<file path="src/rtl/clock_disp_ctrl.sv">
// Mode/edit controller for the 8-digit clock display.
// Live/edit display mux, time-set and alarm-set FSM, field blink, idle abort.
module clock_disp_ctrl #(
  parameter int unsigned BLINK_HALF = 12_500_000,
  parameter int unsigned TIMEOUT    = 500_000_000,
  parameter logic [3:0]  SEP        = 4'hA,
  parameter logic [3:0]  BLANK      = 4'hF,
  parameter logic [23:0] ALARM_RST  = 24'h070000
) (
  input  logic        Clk,
  input  logic        Reset_n,
  input  logic [23:0] Time_BCD,
  input  logic        Key_Mode,
  input  logic        Key_Next,
  input  logic        Key_Up,
  output logic [31:0] Disp_Data,
  output logic [23:0] Set_Time,
  output logic        Set_Time_Load,
  output logic [23:0] Alarm_BCD,
  output logic [1:0]  Mode
);

  localparam int BW = (BLINK_HALF > 1) ? $clog2(BLINK_HALF) : 1;
  localparam logic [BW-1:0] BLK_LAST = BW'(BLINK_HALF - 1);
  localparam logic [31:0] IDLE_LAST = 32'(TIMEOUT - 1);

  typedef enum logic [1:0] {
    S_SHOW  = 2'd0,
    S_TIME  = 2'd1,
    S_ALARM = 2'd2
  } state_t;

  typedef enum logic [1:0] {
    F_HH = 2'd0,
    F_MM = 2'd1,
    F_SS = 2'd2
  } field_t;

  state_t        r_state, w_state_n;
  field_t        r_field, w_field_n;
  logic [23:0]   r_buf, w_buf_n;
  logic [23:0]   r_alarm, w_alarm_n;
  logic [23:0]   r_set, w_set_n;
  logic          r_load, w_load_n;
  logic [31:0]   r_disp, w_disp_n;
  logic [31:0]   r_idle, w_idle_n;
  logic [BW-1:0] r_bcnt, w_bcnt_n;
  logic          r_phase, w_phase_n;

  logic        w_edit;
  logic        w_any;
  logic        w_mode;
  logic        w_next;
  logic        w_up;
  logic [23:0] w_src;
  logic [7:0]  w_hh;
  logic [7:0]  w_mm;
  logic [7:0]  w_ss;

  // Wraps at lim; the buffer only ever holds valid BCD.
  function automatic logic [7:0] bcd_inc(
    input logic [7:0] v,
    input logic [7:0] lim
  );
    logic [7:0] res;
    if (v == lim)
      res = 8'h00;
    else if (v[3:0] == 4'd9)
      res = {v[7:4] + 4'd1, 4'd0};
    else
      res = {v[7:4], v[3:0] + 4'd1};
    return res;
  endfunction

  assign w_edit = (r_state != S_SHOW);
  assign w_any  = Key_Mode | Key_Next | Key_Up;
  assign w_mode = Key_Mode;
  assign w_next = Key_Next & ~Key_Mode;
  assign w_up   = Key_Up & ~Key_Mode & ~Key_Next;

  always_comb begin
    w_state_n = r_state;
    w_field_n = r_field;
    w_buf_n   = r_buf;
    w_alarm_n = r_alarm;
    w_set_n   = r_set;
    w_load_n  = 1'b0;
    w_idle_n  = r_idle;
    w_bcnt_n  = r_bcnt;
    w_phase_n = r_phase;

    unique case (r_state)
      S_SHOW: begin
        if (w_mode) begin
          w_state_n = S_TIME;
          w_buf_n   = Time_BCD;
          w_field_n = F_HH;
        end
      end
      S_TIME: begin
        if (w_mode) begin
          w_state_n = S_ALARM;
          w_set_n   = r_buf;
          w_load_n  = 1'b1;
          w_buf_n   = r_alarm;
          w_field_n = F_HH;
        end
      end
      S_ALARM: begin
        if (w_mode) begin
          w_state_n = S_SHOW;
          w_alarm_n = r_buf;
        end
      end
      default: w_state_n = S_SHOW;
    endcase

    if (w_edit && !w_mode) begin
      unique case (1'b1)
        w_next: begin
          unique case (r_field)
            F_HH:    w_field_n = F_MM;
            F_MM:    w_field_n = F_SS;
            default: w_field_n = F_HH;
          endcase
        end
        w_up: begin
          unique case (r_field)
            F_HH: w_buf_n[23:16] = bcd_inc(r_buf[23:16], 8'h23);
            F_MM: w_buf_n[15:8]  = bcd_inc(r_buf[15:8], 8'h59);
            F_SS: w_buf_n[7:0]   = bcd_inc(r_buf[7:0], 8'h59);
            default: ;
          endcase
        end
        default: ;
      endcase
    end

    // Idle and blink counters share the "since last key" notion.
    if (!w_edit || w_any) begin
      w_idle_n  = '0;
      w_bcnt_n  = '0;
      w_phase_n = 1'b1;
    end else if (r_idle == IDLE_LAST) begin
      w_state_n = S_SHOW;
      w_idle_n  = '0;
      w_bcnt_n  = '0;
      w_phase_n = 1'b1;
    end else begin
      w_idle_n = r_idle + 32'd1;
      if (r_bcnt == BLK_LAST) begin
        w_bcnt_n  = '0;
        w_phase_n = ~r_phase;
      end else begin
        w_bcnt_n = r_bcnt + 1'b1;
      end
    end
  end

  always_comb begin
    w_src = w_edit ? r_buf : Time_BCD;
    w_hh  = w_src[23:16];
    w_mm  = w_src[15:8];
    w_ss  = w_src[7:0];
    if (w_edit && !r_phase) begin
      unique case (r_field)
        F_HH: w_hh = {BLANK, BLANK};
        F_MM: w_mm = {BLANK, BLANK};
        F_SS: w_ss = {BLANK, BLANK};
        default: ;
      endcase
    end
    w_disp_n = {w_hh, SEP, w_mm, SEP, w_ss};
  end

  always_ff @(posedge Clk or negedge Reset_n) begin
    if (!Reset_n) begin
      r_state <= S_SHOW;
      r_field <= F_HH;
      r_buf   <= '0;
      r_alarm <= ALARM_RST;
      r_set   <= '0;
      r_load  <= 1'b0;
      r_disp  <= '0;
      r_idle  <= '0;
      r_bcnt  <= '0;
      r_phase <= 1'b1;
    end else begin
      r_state <= w_state_n;
      r_field <= w_field_n;
      r_buf   <= w_buf_n;
      r_alarm <= w_alarm_n;
      r_set   <= w_set_n;
      r_load  <= w_load_n;
      r_disp  <= w_disp_n;
      r_idle  <= w_idle_n;
      r_bcnt  <= w_bcnt_n;
      r_phase <= w_phase_n;
    end
  end

  assign Disp_Data     = r_disp;
  assign Set_Time      = r_set;
  assign Set_Time_Load = r_load;
  assign Alarm_BCD     = r_alarm;
  assign Mode          = r_state;

endmodule

</file>
<file path="config.mk">
export PLATFORM = sky130hd
export DESIGN_NAME = clock_disp_ctrl
export DESIGN_NICKNAME = d
export VERILOG_FILES = /design/src/rtl/clock_disp_ctrl.sv
export SDC_FILE = /design/constraint.sdc
export NUM_CORES = 1
export LEC_CHECK = 0
export ABC_AREA = 0
export ABC_CLOCK_PERIOD_IN_PS = 5100
export CAP_MARGIN = 30
export CORE_ASPECT_RATIO = 0.8
export CORE_MARGIN = 4
export CORE_UTILIZATION = 59
export DETAILED_ROUTE_END_ITERATION = 7
export PLACE_DENSITY_LB_ADDON = 0.1
export SLEW_MARGIN = 40
export SYNTH_ARGS = -nofsm -noshare
export SYNTH_HDL_FRONTEND = slang
export SYNTH_SLANG_ARGS = --single-unit
</file>
<file path="constraint.sdc">
create_clock -name Clk -period 5.1 [get_ports Clk]
set_input_delay 1.02 -clock Clk [delete_from_list [all_inputs] [get_ports Clk]]
set_output_delay 1.02 -clock Clk [all_outputs]
set_load 0.01 [all_outputs]
</file>
Word-level counts from Yosys, hierarchy flattened
Cells that the tools add are included.
- bits in registers: 162
- output and inout bits: 83
- add/subtract/negate cells: 8
- bitwise operators: 8
- reduce and logical (&&, ||, !) cells: 13
- multiplexer cells: 42
- equality and inequality tests: 15
- operators with widths (kind ; count):
    24-bit two-way mux ; 8
    8-bit two-way mux ; 15
    32-bit two-way mux ; 2
    24-bit case mux with 2 select lines ; 1
    32-bit by 1-bit adder with 32-bit output (second input constant) ; 1
    32-bit by 29-bit == test with 1-bit output (second input constant) ; 1
    24-bit by 1-bit adder with 24-bit output (second input constant) ; 1
    4-bit by 1-bit adder with 4-bit output (second input constant) ; 6
    24-bit == test (second input constant) ; 1
    2-bit two-way mux ; 9
    8-bit by 7-bit == test with 1-bit output (second input constant) ; 2
    5-bit != test (second input constant) ; 3
    4-bit == test (second input constant) ; 3
    8-bit by 6-bit == test with 1-bit output (second input constant) ; 1
    2-bit case mux with 3 select lines ; 1
    1-bit two-way mux ; 5
    2-bit by 1-bit == test with 1-bit output (second input constant) ; 2
    2-bit == test (second input constant) ; 2
    2-bit logical NOT ; 2
    2-bit case mux with 2 select lines ; 1
    2-bit AND reduction ; 2
    1-bit bitwise AND ; 3
    1-bit logical NOT ; 3
    1-bit inverter ; 3
    6 further kinds ; 8

Logic depth before layout (Yosys ltp)
Gate-level depths: netlist of run 1.
- word-level depth: 6
- gate-level depth with buffers: 8

Worst setup path before layout of run 1
Ideal clock, no wire load.
- path kind: in2reg
- start: in Key_Mode
- end: reg r_idle[21]
- library setup time: 0.071 ns
- cell stages on the path: 6
- path slack: 2.808 ns
- buffers on the path: 3
- arrival: 2.221 ns
- data required time: 5.029 ns
- cell sequence: or4_1 -> clkbuf_1 -> a21o_1 -> buf_6 -> buf_2 -> nor2_1
- longest elaborated chain between the ends: 4
- RTL lines (item ; RTL line ; source):
    start: declaration ; 13 ; input logic Key_Mode,
    1-bit bitwise OR (2 in series) ; 76 ; assign w_any = Key_Mode | Key_Next | Key_Up;
    1-bit logical OR ; 140 ; if (!w_edit || w_any) begin
    32-bit two-way mux ; 140 ;
    via w_idle_n[21] ; 46 ; logic [31:0] r_idle, w_idle_n;
    end signal: assignment ; 196 ; r_idle <= w_idle_n;
    end: declaration ; 46 ;
The timed path passes the listed nets, and every way through them passes these cells.
A chain may end at the register's enable or synchronous reset.

Final worst setup path of run 1
- start: reg r_state[0] (netlist: Mode[0])
- end: out Mode[0]
- RTL lines (item ; RTL line ; source):
    start: declaration ; 39 ; state_t r_state, w_state_n;
    start signal: assignment ; 189 ; r_state <= w_state_n;
    end: declaration ; 20 ; output logic [1:0] Mode
No word-level cell between the ends.

==> results of run 1 <==
==> area by class of cell <==
class	instances	area share, %
sequential	159	41.64
multi-input combinational	541	36.43
timing repair buffer	115	12.08
clock buffer	23	5.205
tap	175	2.288
clock inverter	9	1.608
inverter	19	0.7454
==> cells in the mapped netlist (3+ instances only) <==
library cell  instances  share of area, %
nor3b_1               4              0.39
mux2_2               37               5.4
ha_1                 14               2.3
and3_1               10              0.81
inv_1                19              0.92
nor4bb_1              4              0.52
nand3_1              54               3.5
nand3b_1              3              0.29
nor3_1               14              0.91
mux2i_1              21               2.7
buf_1                 5              0.24
buf_2                 8              0.52
or3_1                 3              0.24
nand4_1              14               1.1
o21ai_0              33               2.1
o22ai_1               7              0.57
clkbuf_1             16              0.78
dfrtp_1             155                50
xnor2_1              24               2.7
a21oi_1              10              0.65
a31oi_1               5              0.41
and4_1                7              0.79
dfstp_2               4               1.4
and3b_1               3              0.34
o221ai_1              4              0.45
xor2_1               27               3.1
o211ai_1             14               1.4
and2_1                7              0.57
nand2_1             102               5.0
nor4_1                3              0.24
buf_4                 7              0.68
nor2_1               70               3.4
==> routing by layer <==
metal	GRT usage [%]	share of wire [%]	vias to the layer above
met5	0	0	-
met4	7.770	1.0	0
met3	7.350	6.6	20
met2	39.31	47	208
met1	35.81	46	3024
li1	-	-	2835
==> layout by cell type (no fill, tap or decap), types with 17 or more instances in the layout <==
master	count
mux2_2	37
nand3_1	54
xnor2_1	24
o21ai_0	33
inv_1	19
nor2_1	69
mux2i_1	21
nand2_1	102
dfrtp_1	155
xor2_1	27
clkdlybuf4s50_1	106
clkbuf_16	17
==> power groups by stage <==
stage	registers, uW	logic (uW)	clock network [uW]
after floorplan	2060	901	0
after global placement	2000	1820	0
after detailed placement	2030	1870	0
after CTS	2020	1890	1400
after global routing	2070	2050	1470
final	2020	1880	1390
==> worst max-delay path: cells and delay by family (launching register included) <==
kind     cells  cell delay [ns]
buf+inv      2             1.07
flops        1             0.78
==> sequential cells by signal (all words and copies together) (netlist names) <==
signal / cells
Set_Time_Load: 1
r_field: 2
r_idle: 32
Set_Time: 24
Mode: 2
Alarm_BCD: 24
r_phase: 1
r_bcnt: 24
Disp_Data: 25
r_buf: 24
==> kinds of logic after synthesis <==
kind of cell,Yosys count
AND/OR/NAND/NOR,316
XOR/XNOR,51
other,2
buffers and inverters,57
flip-flops,159
AO/OA/AOI/OAI,97
adder cells (fa/ha/maj),14
multiplexers,58
==> worst max path at each step <==
stage                                 endpoint  depth (start not counted)
final                                  Mode[0]                          2
after global routing                   Mode[0]                          2
after CTS                              Mode[0]                          2
after detailed placement  r_bcnt[11]$_DFF_PN0_                          4
after global placement    r_idle[31]$_DFF_PN0_                          4
after floorplan           r_idle[21]$_DFF_PN0_                          6
==> metrics by stage <==
stage,hold WS (ns),std cells
finish,0.4407,1041
global route,0.4394,1041
CTS,0.4915,1040
detailed placement,0.4742,1008
global placement,0.4684,1008
floorplan,0.4479,757
==> out/metrics.yaml, run 1 <==
placement:
  postPlaceCellArea_sq_mm: 0.008889
  io_buffers: 107
  place_ws_ns: 1.842
  hpwl_um: 12110
  gp_congestion: 0.8846
sta:
  period_needed_ns: 3.303
  fin_worst_skew_ns: 0.005708
  finalSetupTns_ns: 0
  final_max_slew_viol_count: 0
  setup_ws_ns: 1.797
  max_clock_freq_mhz: 302.7
  rsz0062_at_grt: "false"
  tightestPinTransition_ns: 0.7956
  final-hold-violation-count: 0
  setup_viol: 0
  min_period_over_period_pct: 64.77
  relSlewSlack_pct: 46.83
synth:
  syn_inst: 754
  synth_xor_area_share_pct: 5.791
  ys_ff_latch: 159
  synth-simple-area-share_pct: 20.41
  synth_top_family_by_area: "simple AND/OR/NAND/NOR gates"
  synth_edf_count: 0
  yosysWarnings: 0
  ys_seq_area_share_pct: 51.65
  synth_compound_area_share_pct: 8.305
  postSynthAreaPerCell_sq_um: 10.23
  synth_mux_area_share_pct: 8.127
  synthAdderAreaFrac_pct: 2.271
  synth_top_flop_cell: "dfrtp_1"
  syn_area_sq_mm: 0.007714
  synthArstFlopShare_pct: 100.0
  synth.distinct_cells: 69
layout:
  drive_above_1_share_pct: 10.74
  diodes: 0
  stdcell_area_sq_mm: 0.009568
  regArea_sq_mm: 0.003984
  multi_input_area_sq_mm: 0.003486
  area_growth_syn_to_layout_pct: 24.04
  nNetsFinal: 896
  utilization_pct: 74.61
  fillers: 869
worst_setup_path:
  crit_path_start: "Mode[0]$_DFF_PN0_"
  cp.arrival_ns: 2.28
  worst_path_largest_cell_delay_ns: 0.78
  critical_path.endpoint_type: "primary output"
  r2r_setup_slack_ns: 2.24
  critPathSlowestCell: "dfrtp_1"
  cp.required_ns: 4.08
  path_cells: "buf_4, clkdlybuf4s50_1"
  reg2reg_to: "r_buf[15]$_DFFE_PN0P_"
  crit_fanout: 20
  r2r_cells: 5
  start_kind: "flop"
  r2r_start: "Mode[0]$_DFF_PN0_"
  path_class: "reg2out"
run_status:
  outcome: "finished clean"
global_routing:
  gr-total-overflow: 0
  grt_pass1_wl_um: 29770
  grt_pass1_vias: 5993
  grt_use_total_pct: 25.61
  grt_max_degree: 106
  antenna_found_initial: 0
cts:
  ctsHoldBuffers: 0
  clock_latency_ns: 0.43
  cts.sinks: 159
  cts_setup_buffers: 0
  numCtsBuffers: 17
  path_clk_slew_ns: 0.06
  root_buffer: "clkbuf_16"
  cts_resized: 0
  cts_buffer_depth: 2
  cts_tree: "yes"
  htree_levels: 4
power:
  power_frac_comb_pct: 35.5
  power_density_mw_per_mm2: 552.9
  irDropWorstVdd_mv: 0.4253
  leakagePower_uw: 0.004079
  switching_share_pct: 33.46
  clkPwrFrac_pct: 26.2
  internal_power_uw: 3520
  pwr-share-seq_pct: 38.2
  finalPower_uw: 5290
  power.net_switching_uw: 1770
detailed_routing:
  drt-vias-per-instance: 5.847
  wirelength_um: 18550
  ant_nets: 0
  vias: 6087
  drtPass1Iterations: 5
  drt_iter0_markers: 517
  routedWlPerCell_um: 17.82
  drc: 0
job:
  drv_cap: 0
die:
  core_area_sq_mm: 0.01282
  die_w_um: 135.8
  die_h_um: 110.3
  initial_core_util_pct: 60.15
  die_area_sq_mm: 0.01498
  rows: 37
  io_pins: 112
worst_hold_path:
  min_path_type: "in2async"
(Power assumes the default switching activity.)
==> inputs of run 2 (changes only) <==
ABC_CLOCK_PERIOD_IN_PS = 3300   (was 5100)
CORE_UTILIZATION = 55   (was 59)
clock period = 3.3 ns   (was 5.1 ns; I/O delays follow)
==> run 2 against run 1 <==
Compared with the run above:
- hold slack worse by 0.21 ns
- cell area is 0.16% lower
- clock skew is 0.0031 ns higher
- register-to-register slack worse by 1.4 ns
==> out/metrics.yaml, run 2 (synthesized netlist as in run 1, its figures left out) <==
run_status:
  outcome: "finished clean"
worst_setup_path:
  r2r_setup_slack_ns: 0.88  # -1.36 ns
  critPathSlowestCell: "dfrtp_2"
  path_cells: "clkdlybuf4s50_1"
  r2r_start: "r_bcnt[0]$_DFF_PN0_"
  crit_path_start: "Mode[0]$_DFF_PN0_"
  crit_end: "Mode[0]"
  path_class: "reg2out"
  cp.required_ns: 2.64  # -1.44 ns
  worst_path_largest_cell_delay_ns: 0.83  # +0.05 ns
  start_kind: "flop"
  r2r_cells: 5  # unchanged
  reg2reg_to: "r_bcnt[18]$_DFF_PN0_"
  critical_path.endpoint_type: "primary output"
  crit_fanout: 24  # +20%
  path_depth: 1  # -1
  crit_buf_inv: 1  # -1
  crit_family: "flip-flops"
  cp.arrival_ns: 1.95  # -0.33 ns
power:
  power_density_mw_per_mm2: 838.1  # +52%
  irDropWorstVdd_mv: 0.5453  # +28%
  finalPower_uw: 8006  # +51%
  leakagePower_uw: 0.004066  # -0.31%
layout:
  layout_common_cells: "dfrtp_1, clkdlybuf4s50_1, nand2_1"
  area_growth_syn_to_layout_pct: 23.84
  fillers: 990  # +14%
  largest_reg_flops: 32  # unchanged
  drive_above_1_share_pct: 11.14  # +0.40 points
  regMostFlops: "r_idle"
  stdcell_count: 1051  # +0.96%
  mostFrequentLayoutCell: "dfrtp_1"
  diodes: 0  # unchanged
  nNetsFinal: 901  # +0.56%
die:
  die_h_um: 113.9  # +3.3%
  io_pins: 112  # unchanged
  initial_core_util_pct: 56.53  # -3.6 points
  die_w_um: 140.4  # +3.4%
  die_area_sq_mm: 0.01600  # +6.8%
  core_area_sq_mm: 0.01365  # +6.4%
  rows: 38  # +2.7%
cts:
  cts.sinks: 159  # unchanged
  htree_levels: 4  # unchanged
  root_buffer: "clkbuf_16"
  cts_setup_buffers: 0  # unchanged
  clock_latency_ns: 0.42  # about the same
  path_clk_slew_ns: 0.06  # about the same
  ctsHoldBuffers: 0  # unchanged
  cts_resized: 0  # unchanged
  cts_tree: "yes"
  cts_buffer_depth: 2  # unchanged
  numCtsBuffers: 17  # unchanged
sta:
  period_needed_ns: 2.606
  fin_worst_skew_ns: 0.008775  # +0.003067 ns
  rsz0062_at_grt: "false"
  final_max_slew_viol_count: 0  # unchanged
  tightestPinTransition_ns: 0.7193  # -0.07633 ns
  max_clock_freq_mhz: 383.8
  holdWs_ns: 0.2304  # -0.2102 ns
  setup_viol: 0  # unchanged
  relSlewSlack_pct: 52.05  # +5.2 points
  finalSetupTns_ns: 0  # unchanged
  min_period_over_period_pct: 78.96
  final-hold-violation-count: 0  # unchanged
detailed_routing:
  drc: 0  # unchanged
  drt-vias-per-instance: 5.751  # -1.7%
  wirelength_um: 18540  # about the same
  drtPass1Iterations: 5  # unchanged
  drt_iter0_markers: 478  # -7.5%
  vias: 6044  # -0.71%
  ant_nets: 0  # unchanged
  routedWlPerCell_um: 17.64  # -1.0%
placement:
  dp_cells: 1019  # +1.1%
  io_buffers: 107  # unchanged
  hpwl_um: 12900  # +6.5%
  gp_congestion: 0.8832  # -0.16%
global_routing:
  grt_max_degree: 73  # -31%
  grt_pass1_vias: 6227  # +3.9%
  grt_pass1_wl_um: 30970  # +4.0%
  grt_use_total_pct: 24.09  # -1.5 points
  antenna_found_initial: 1  # +1
  gr-total-overflow: 0  # unchanged
job:
  drv_cap: 0  # unchanged
worst_hold_path:
  min_path_type: "in2async"
-- run 2: report_power, final --
group | switching [uW] | leakage [uW] | internal [uW]
clock | 765 | 0.000279 | 1200
sequential | 606 | 0.00204 | 2560
combinational | 1340 | 0.00175 | 1530
-- run 2: worst min-delay path by stage --
stage / from / endpoint / slack [ns]
detailed placement: Set_Time[17]$_DFFE_PN0P_ / Set_Time[17]$_DFFE_PN0P_ / 0.47
floorplan: Reset_n / Alarm_BCD[0]$_DFFE_PN0P_ / 0.36
CTS: Reset_n / r_idle[22]$_DFF_PN0_ / 0.27
finish: Reset_n / r_idle[22]$_DFF_PN0_ / 0.23
global placement: r_bcnt[0]$_DFF_PN0_ / r_bcnt[0]$_DFF_PN0_ / 0.47
global route: Reset_n / r_idle[22]$_DFF_PN0_ / 0.29
-- run 2: stage by stage --
step / worst slack (ns) / cell area [sq um] / utilization (%)
floorplan: 1.368 / 7725 / -
global placement: 0.5956 / 8961 / 65.67
detailed placement: 0.5206 / 8962 / 65.68
CTS: 0.6560 / 9553 / 70.01
global route: 0.6302 / 9553 / 70.01
finish: 0.6942 / 9553 / 70.01
-- run 2: area by class of cell --
type,instances,area [sq um],area share (%)
clock inverter,11,140.1,1.467
tap,180,225.2,2.358
timing repair buffer,120,1195,12.51
sequential,159,3985,41.72
clock buffer,21,450.4,4.715
inverter,19,71.32,0.7466
multi-input combinational,541,3486,36.49
-- run 2: layer usage --
metal,vias to the layer above,routed length (um),track usage (%)
met2,161,8810,38.39
met3,25,932,4.946
met5,-,13,0
met1,3002,8530,33.35
met4,2,250,8.070
li1,2854,-,-
